===== src/rtl/chronos_fetch_pkg.sv =====
// Shared types and constants for the instruction fetch sequencer.
// Latency: n/a (types and constants only).
// Backpressure: n/a.
package chronos_fetch_pkg;

    localparam int unsigned INST_W        = 32;
    localparam logic [31:0] PC_INC        = 32'd4;
    localparam logic [31:0] PC_ALIGN_MASK = 32'hFFFF_FFFC;

    typedef enum logic [1:0] {
        IDLE  = 2'd0,
        REQ   = 2'd1,
        DRAIN = 2'd2
    } fetch_state_e;

    // One buffered fetch: the word together with the PC it was fetched from.
    typedef struct packed {
        logic [INST_W-1:0] pc;
        logic [INST_W-1:0] data;
    } fetch_entry_t;

endpackage


===== src/rtl/fetch_buf.sv =====
// Instruction buffer: DEPTH-entry FIFO of {pc,data} entries with flush.
// Latency: a push is visible at the head on the cycle after the write edge.
// Backpressure: push ignored when full, pop ignored when empty; flush wins over both.
// Ports: clk, rst (async active-low), push/push_dat, pop, flush,
//        head_dat (zero when empty), count, full, empty.
module fetch_buf
    import chronos_fetch_pkg::*;
#(
    parameter int unsigned DEPTH = 2
) (
    input  logic                         clk,
    input  logic                         rst,
    input  logic                         push,
    input  fetch_entry_t                 push_dat,
    input  logic                         pop,
    input  logic                         flush,
    output fetch_entry_t                 head_dat,
    output logic [$clog2(DEPTH+1)-1:0]   count,
    output logic                         full,
    output logic                         empty
);

    localparam int unsigned PW = $clog2(DEPTH);
    localparam int unsigned CW = $clog2(DEPTH + 1);

    fetch_entry_t      mem_q [DEPTH];
    logic [PW-1:0]     rd_q, wr_q;
    logic [CW-1:0]     cnt_q;
    logic              do_push, do_pop;

    assign empty   = (cnt_q == '0);
    assign full    = (cnt_q == CW'(DEPTH));
    assign count   = cnt_q;
    assign do_push = push && !full;
    assign do_pop  = pop && !empty;

    // Head is forced to zero when empty so stale entries never leak to decode.
    assign head_dat = empty ? '0 : mem_q[rd_q];

    function automatic logic [PW-1:0] ptr_inc(input logic [PW-1:0] p);
        return (p == PW'(DEPTH - 1)) ? '0 : p + 1'b1;
    endfunction

    always_ff @(posedge clk or negedge rst) begin
        if (!rst) begin
            rd_q  <= '0;
            wr_q  <= '0;
            cnt_q <= '0;
        end else if (flush) begin
            rd_q  <= '0;
            wr_q  <= '0;
            cnt_q <= '0;
        end else begin
            if (do_push) wr_q <= ptr_inc(wr_q);
            if (do_pop)  rd_q <= ptr_inc(rd_q);
            case ({do_push, do_pop})
                2'b10:   cnt_q <= cnt_q + 1'b1;
                2'b01:   cnt_q <= cnt_q - 1'b1;
                default: cnt_q <= cnt_q;
            endcase
        end
    end

    // Storage needs no reset: entries are only observed through a nonzero count.
    always_ff @(posedge clk) begin
        if (do_push && !flush) mem_q[wr_q] <= push_dat;
    end

endmodule


===== src/rtl/inst_fetch_ctrl.sv =====
// Fetch sequencer: holds the PC, issues one word request at a time, buffers
//   returned words with their PC and hands them to decode; handles redirects.
// Latency: same-cycle memory -> word at decode one cycle after the response edge,
//   sustaining one instruction per cycle; backpressure: fetch_req drops while the
//   buffer is full, decode stalls via inst_ready.
// Ports: clk, rst (async active-low); memory side fetch_addr/fetch_req/request_data/
//   fetch_data_valid; redirect_valid/redirect_pc; decode side inst_valid/inst_data/
//   inst_pc/inst_ready; fetch_timeout (sticky watchdog, only with INST_FETCH_TIMEOUT_EN).
module inst_fetch_ctrl
    import chronos_fetch_pkg::*;
#(
    parameter logic [31:0] RESET_PC       = 32'h0000_0000,
    parameter int unsigned BUF_DEPTH      = 2,
    parameter int unsigned TIMEOUT_CYCLES = 16
) (
    input  logic              clk,
    input  logic              rst,
    output logic [INST_W-1:0] fetch_addr,
    output logic              fetch_req,
    input  logic [INST_W-1:0] request_data,
    input  logic              fetch_data_valid,
    input  logic              redirect_valid,
    input  logic [INST_W-1:0] redirect_pc,
    output logic              inst_valid,
    output logic [INST_W-1:0] inst_data,
    output logic [INST_W-1:0] inst_pc,
    input  logic              inst_ready,
    output logic              fetch_timeout
);

    localparam int unsigned CW = $clog2(BUF_DEPTH + 1);

    if (BUF_DEPTH < 2 || BUF_DEPTH > 8 || (RESET_PC & 32'h3) != 0 || TIMEOUT_CYCLES < 1)
    begin : g_bad_param
        $error("inst_fetch_ctrl: illegal parameter value");
    end

    fetch_state_e      state_q, state_d;
    logic [INST_W-1:0] pc_q, pc_d;
    logic [INST_W-1:0] tgt_q, tgt_d;     // redirect target held while draining
    logic [INST_W-1:0] redir_pc;

    logic              buf_push, buf_pop;
    logic              buf_full, buf_empty;
    logic [CW-1:0]     buf_cnt;
    fetch_entry_t      buf_in, buf_head;

    assign redir_pc   = redirect_pc & PC_ALIGN_MASK;
    assign fetch_addr = pc_q;

    always_comb begin
        state_d   = state_q;
        pc_d      = pc_q;
        tgt_d     = tgt_q;
        fetch_req = 1'b0;
        buf_push  = 1'b0;
        unique case (state_q)
            IDLE: begin
                state_d = REQ;
                if (redirect_valid) pc_d = redir_pc;
            end
            REQ: begin
                fetch_req = (buf_cnt < CW'(BUF_DEPTH));
                if (redirect_valid) begin
                    // A request still in flight must be answered before the new
                    // address can go out, so park the target and drain.
                    if (fetch_req && !fetch_data_valid) begin
                        tgt_d   = redir_pc;
                        state_d = DRAIN;
                    end else begin
                        pc_d = redir_pc;
                    end
                end else if (fetch_req && fetch_data_valid) begin
                    buf_push = 1'b1;
                    pc_d     = pc_q + PC_INC;
                end
            end
            DRAIN: begin
                fetch_req = 1'b1;
                if (redirect_valid) tgt_d = redir_pc;
                if (fetch_data_valid) begin
                    // The stale word is dropped; a redirect arriving on the same
                    // edge supersedes the parked target.
                    pc_d    = redirect_valid ? redir_pc : tgt_q;
                    state_d = REQ;
                end
            end
            default: state_d = IDLE;
        endcase
    end

    always_ff @(posedge clk or negedge rst) begin
        if (!rst) begin
            state_q <= IDLE;
            pc_q    <= RESET_PC;
            tgt_q   <= '0;
        end else begin
            state_q <= state_d;
            pc_q    <= pc_d;
            tgt_q   <= tgt_d;
        end
    end

    // A pop in the redirect cycle belongs to the flushed stream and is void.
    assign buf_pop     = inst_valid && inst_ready && !redirect_valid;
    assign buf_in.pc   = pc_q;
    assign buf_in.data = request_data;

    fetch_buf #(
        .DEPTH (BUF_DEPTH)
    ) u_buf (
        .clk      (clk),
        .rst      (rst),
        .push     (buf_push && !buf_full),
        .push_dat (buf_in),
        .pop      (buf_pop),
        .flush    (redirect_valid),
        .head_dat (buf_head),
        .count    (buf_cnt),
        .full     (buf_full),
        .empty    (buf_empty)
    );

    assign inst_valid = !buf_empty;
    assign inst_pc    = buf_head.pc;
    assign inst_data  = buf_head.data;

`ifdef INST_FETCH_TIMEOUT_EN
    localparam int unsigned TW = $clog2(TIMEOUT_CYCLES + 1);
    localparam logic [TW-1:0] TMAX = TW'(TIMEOUT_CYCLES);

    logic [TW-1:0] wd_cnt_q, wd_cnt_d;
    logic          timeout_q, timeout_d;

    // Counts consecutive unanswered request cycles; saturates at the limit.
    always_comb begin
        wd_cnt_d  = wd_cnt_q;
        timeout_d = timeout_q;
        if (fetch_req && fetch_data_valid) begin
            wd_cnt_d = '0;
        end else if (fetch_req && (wd_cnt_q != TMAX)) begin
            wd_cnt_d = wd_cnt_q + 1'b1;
        end
        if (wd_cnt_d == TMAX) timeout_d = 1'b1;
    end

    always_ff @(posedge clk or negedge rst) begin
        if (!rst) begin
            wd_cnt_q  <= '0;
            timeout_q <= 1'b0;
        end else begin
            wd_cnt_q  <= wd_cnt_d;
            timeout_q <= timeout_d;
        end
    end

    assign fetch_timeout = timeout_q;
`else
    assign fetch_timeout = 1'b0;
`endif

endmodule


===== config.mk =====
export PLATFORM = sky130hd
export DESIGN_NAME = inst_fetch_ctrl
export DESIGN_NICKNAME = d
export VERILOG_FILES = /design/src/rtl/chronos_fetch_pkg.sv /design/src/rtl/fetch_buf.sv /design/src/rtl/inst_fetch_ctrl.sv
export SDC_FILE = /design/constraint.sdc
export NUM_CORES = 1
export LEC_CHECK = 0
export ABC_AREA = 1
export BUFFER_PORTS_ARGS = -buffer_cell sky130_fd_sc_hd__buf_2
export CAP_MARGIN = 20
export CORE_ASPECT_RATIO = 0.5
export CORE_MARGIN = 8
export CORE_UTILIZATION = 40
export CTS_BUF_LIST = sky130_fd_sc_hd__clkbuf_8
export DETAILED_ROUTE_END_ITERATION = 10
export HOLD_SLACK_MARGIN = 0.1
export PLACE_DENSITY = 0.61
export SLEW_MARGIN = 20
export SYNTH_ARGS = -nofsm -noshare
export SYNTH_HDL_FRONTEND = slang
export SYNTH_SLANG_ARGS = --single-unit
export TNS_END_PERCENT = 50

===== constraint.sdc =====
create_clock -name clk -period 5.7 [get_ports clk]
set_clock_uncertainty 0.1 [all_clocks]
set_input_delay 0.285 -clock clk [delete_from_list [all_inputs] [get_ports clk]]
set_output_delay 0.285 -clock clk [all_outputs]
set_load 0.01 [all_outputs]

==> metrics.yaml <==
status: "finished, final reports clean"
synthTopCellsByArea: "edfxtp_1 (42%), dfrtp_1 (19%), nand2_1 (14%)"
hold_viol: 0
synth.largest_area_cell: "edfxtp_1"
gp_congestion: 0.837
avgSynthCellArea_um2: 9.32
start_util: 0.403
min_period_ps: 3340
crit_buf_inv: 3
clk_pin_slew_ps: 100
drive_gt1_frac: 0.192
ys_seq_area_frac: 0.616
die_h_um: 123
gr-usage-all-layers: 0.177
hold_buffers: 65
final_max_slew_viol_count: 0
clk_path_buf_depth: 2
crit_family: "simple AND/OR/NAND/NOR gates"
placed_area_mm2: 0.0102
cpMostUsedCell: "inv_1"
htree_levels: 4
cpPeakStageDelay_ps: 590
worstPathArrival_ps: 3350
nets: 1264
cts.repair.resized: 0
grt_pass1_vias: 7258
worstMarginPinSlew_ps: 963
powerDensity_mw_per_mm2: 505
die_x_um: 229
cts_setup_buffers: 0
core_mm2: 0.0225
hpwl_um: 16700
routed_via_density: 5.00
ys_ff_latch: 198
leakage_uw: 0.00487
p_total_uw: 5670
fmax_ghz: 0.299
cts_buffers: 17
areaGrowthSynthToFinish_pct: 23.4
synth.distinct_cells: 40
grt_antenna_before_repair: 0
num_rows: 39
die_area_mm2: 0.0281
setup_viol: 0
synthCells: 975
cts_sinks: 198
diodes: 0
start_kind: "register"
crit_chain: "inv_1, ha_1, nand2_1, nor2_1, inv_1, nor2_4, buf_4"
totalWireLength_um: 25300
hold_ws_ps: 198
cts_tree: "yes"
first_pass_iters: 5
ir_drop_uv: 254
crit_path_top_delay_cell: "buf_4"
wl_per_cell_um: 16.7
nFillCells: 2111
dp_cells: 1412
crit_type: "register to register"
cp-end-kind: "register"
portBuffers: 164
synth_ff_type: "edfxtp_1"
tns_ps: 0
drc: 0
clk_latency_ps: 480
gr-total-overflow: 0
ys_warn_count: 0
vias: 7538
cts_root_buf: "clkbuf_8"
synth_edf_count: 128
syn-num-nets: 1050
ios: 168
grt_max_degree: 71
slew_headroom: 0.356
hold_path.class: "primary input to register"
cp_max_fo: 41
maxCapViolations: 0
final_area_mm2: 0.0112
cp.required_ps: 5710
grt_pass1_wl_um: 39300
ant_nets: 0
fin_crit_sh: 0.586
drt_iter0_drc: 605
synth_top_cell_area_share: 0.423
rsz0062_at_grt: "no"
async_flop_share: 0.354
syn-cell-area_mm2: 0.00909
final_cells: 1509
-- final timing paths --
path                                        start                            to  slack (ps)  depth (start not counted)
setup / recovery           state_q[1]$_DFFE_PN0P_  u_buf.mem_q[1][43]$_DFFE_PP_        2360                          7
hold / removal                   fetch_data_valid        state_q[0]$_DFFE_PN0P_         200                          5
setup reg to reg           state_q[1]$_DFFE_PN0P_  u_buf.mem_q[1][43]$_DFFE_PP_        2360                          7
hold reg to reg             tgt_q[30]$_DFFE_PN0P_         tgt_q[30]$_DFFE_PN0P_         400                          2
max in group asynchronous                     rst        u_buf.rd_q$_DFFE_PN0P_        4370                          3
min in group asynchronous                     rst     fetch_addr[6]$_DFFE_PN0P_         470                          3
-- worst register-to-register path: cells and delay by family, from the launching register on --
| family | cells | cell delay [ps] |
|---|---|---|
| adder cells (fa/ha/maj) | 1 | 430 |
| flip-flops | 1 | 410 |
| buffers and inverters | 3 | 890 |
| AND/OR/NAND/NOR | 3 | 1100 |
-- cells in the mapped netlist, types with 4 or more instances --
master,n
a221oi_2,8
clkbuf_1,26
nand3_1,27
dfrtp_1,70
inv_1,64
edfxtp_1,128
buf_2,5
o21ai_0,45
nor2_1,81
a21oi_1,106
nand2_1,350
ha_1,6
inv_2,7
a211oi_1,8
a221oi_1,4
buf_6,4
-- per-layer routing --
layer  global-route usage  part of all wire
met5                    0                 0
met4               0.0515             0.017
met3               0.0464             0.062
met2                0.288              0.47
met1                0.234              0.45
-- power breakdown --
group          internal [uW]  leakage [uW]  switching (uW)
logic                    819       0.00264            1680
clock network            428      0.000202             500
registers               1890       0.00202             339
-- state kept, by name, indices dropped and copies added (netlist names) --
signal,flops
fetch_addr,32
state_q,2
tgt_q,32
u_buf.count,2
u_buf.mem_q,128
u_buf.rd_q,1
u_buf.wr_q,1
-- layout make-up --
cell class / count / area, um2 / share of cell area
clock inverters: 15 / 160 / 0.0143
inverters: 72 / 270 / 0.0241
multi-input cells: 664 / 3040 / 0.271
repair buffers: 236 / 1520 / 0.136
clock buffers: 17 / 234 / 0.0209
well taps: 307 / 384 / 0.0343
flip-flops and latches: 198 / 5600 / 0.499
-- metrics by stage --
stage	util	setup slack (ps)
floorplan	-	1390
detailed placement	0.451	2340
global route	0.497	2050
finish	0.497	2360
CTS	0.497	2320
global placement	0.451	2400
-- cell usage in the layout, fill, tap and decap left out, types with 4 or more instances in the layout --
cell and count:
a211oi_1 8, a21oi_1 106, a221oi_1 4, a221oi_2 8
buf_2 164, buf_4 7, clkbuf_8 17, clkinv_2 4
dfrtp_1 69, dlygate4sd3_1 65, edfxtp_1 128, ha_1 6
inv_1 64, inv_2 8, nand2_1 350, nand3_1 27
nor2_1 78, nor2_4 5, o21ai_0 45
-- cells by family (layout without fill, tap and decap cells) --
logic type,count (synthesis),after routing,share of synthesized area
buffers and inverters,113,340,0.0519
other,1,1,0.000413
xor gates and xnor gates,1,1,0.000964
DFF,198,198,0.616
and+or+nand+nor,471,471,0.203
AOI/OAI and AO/OA,185,185,0.120
adders and majority gates,6,6,0.00826
(Power assumes the default switching activity.)
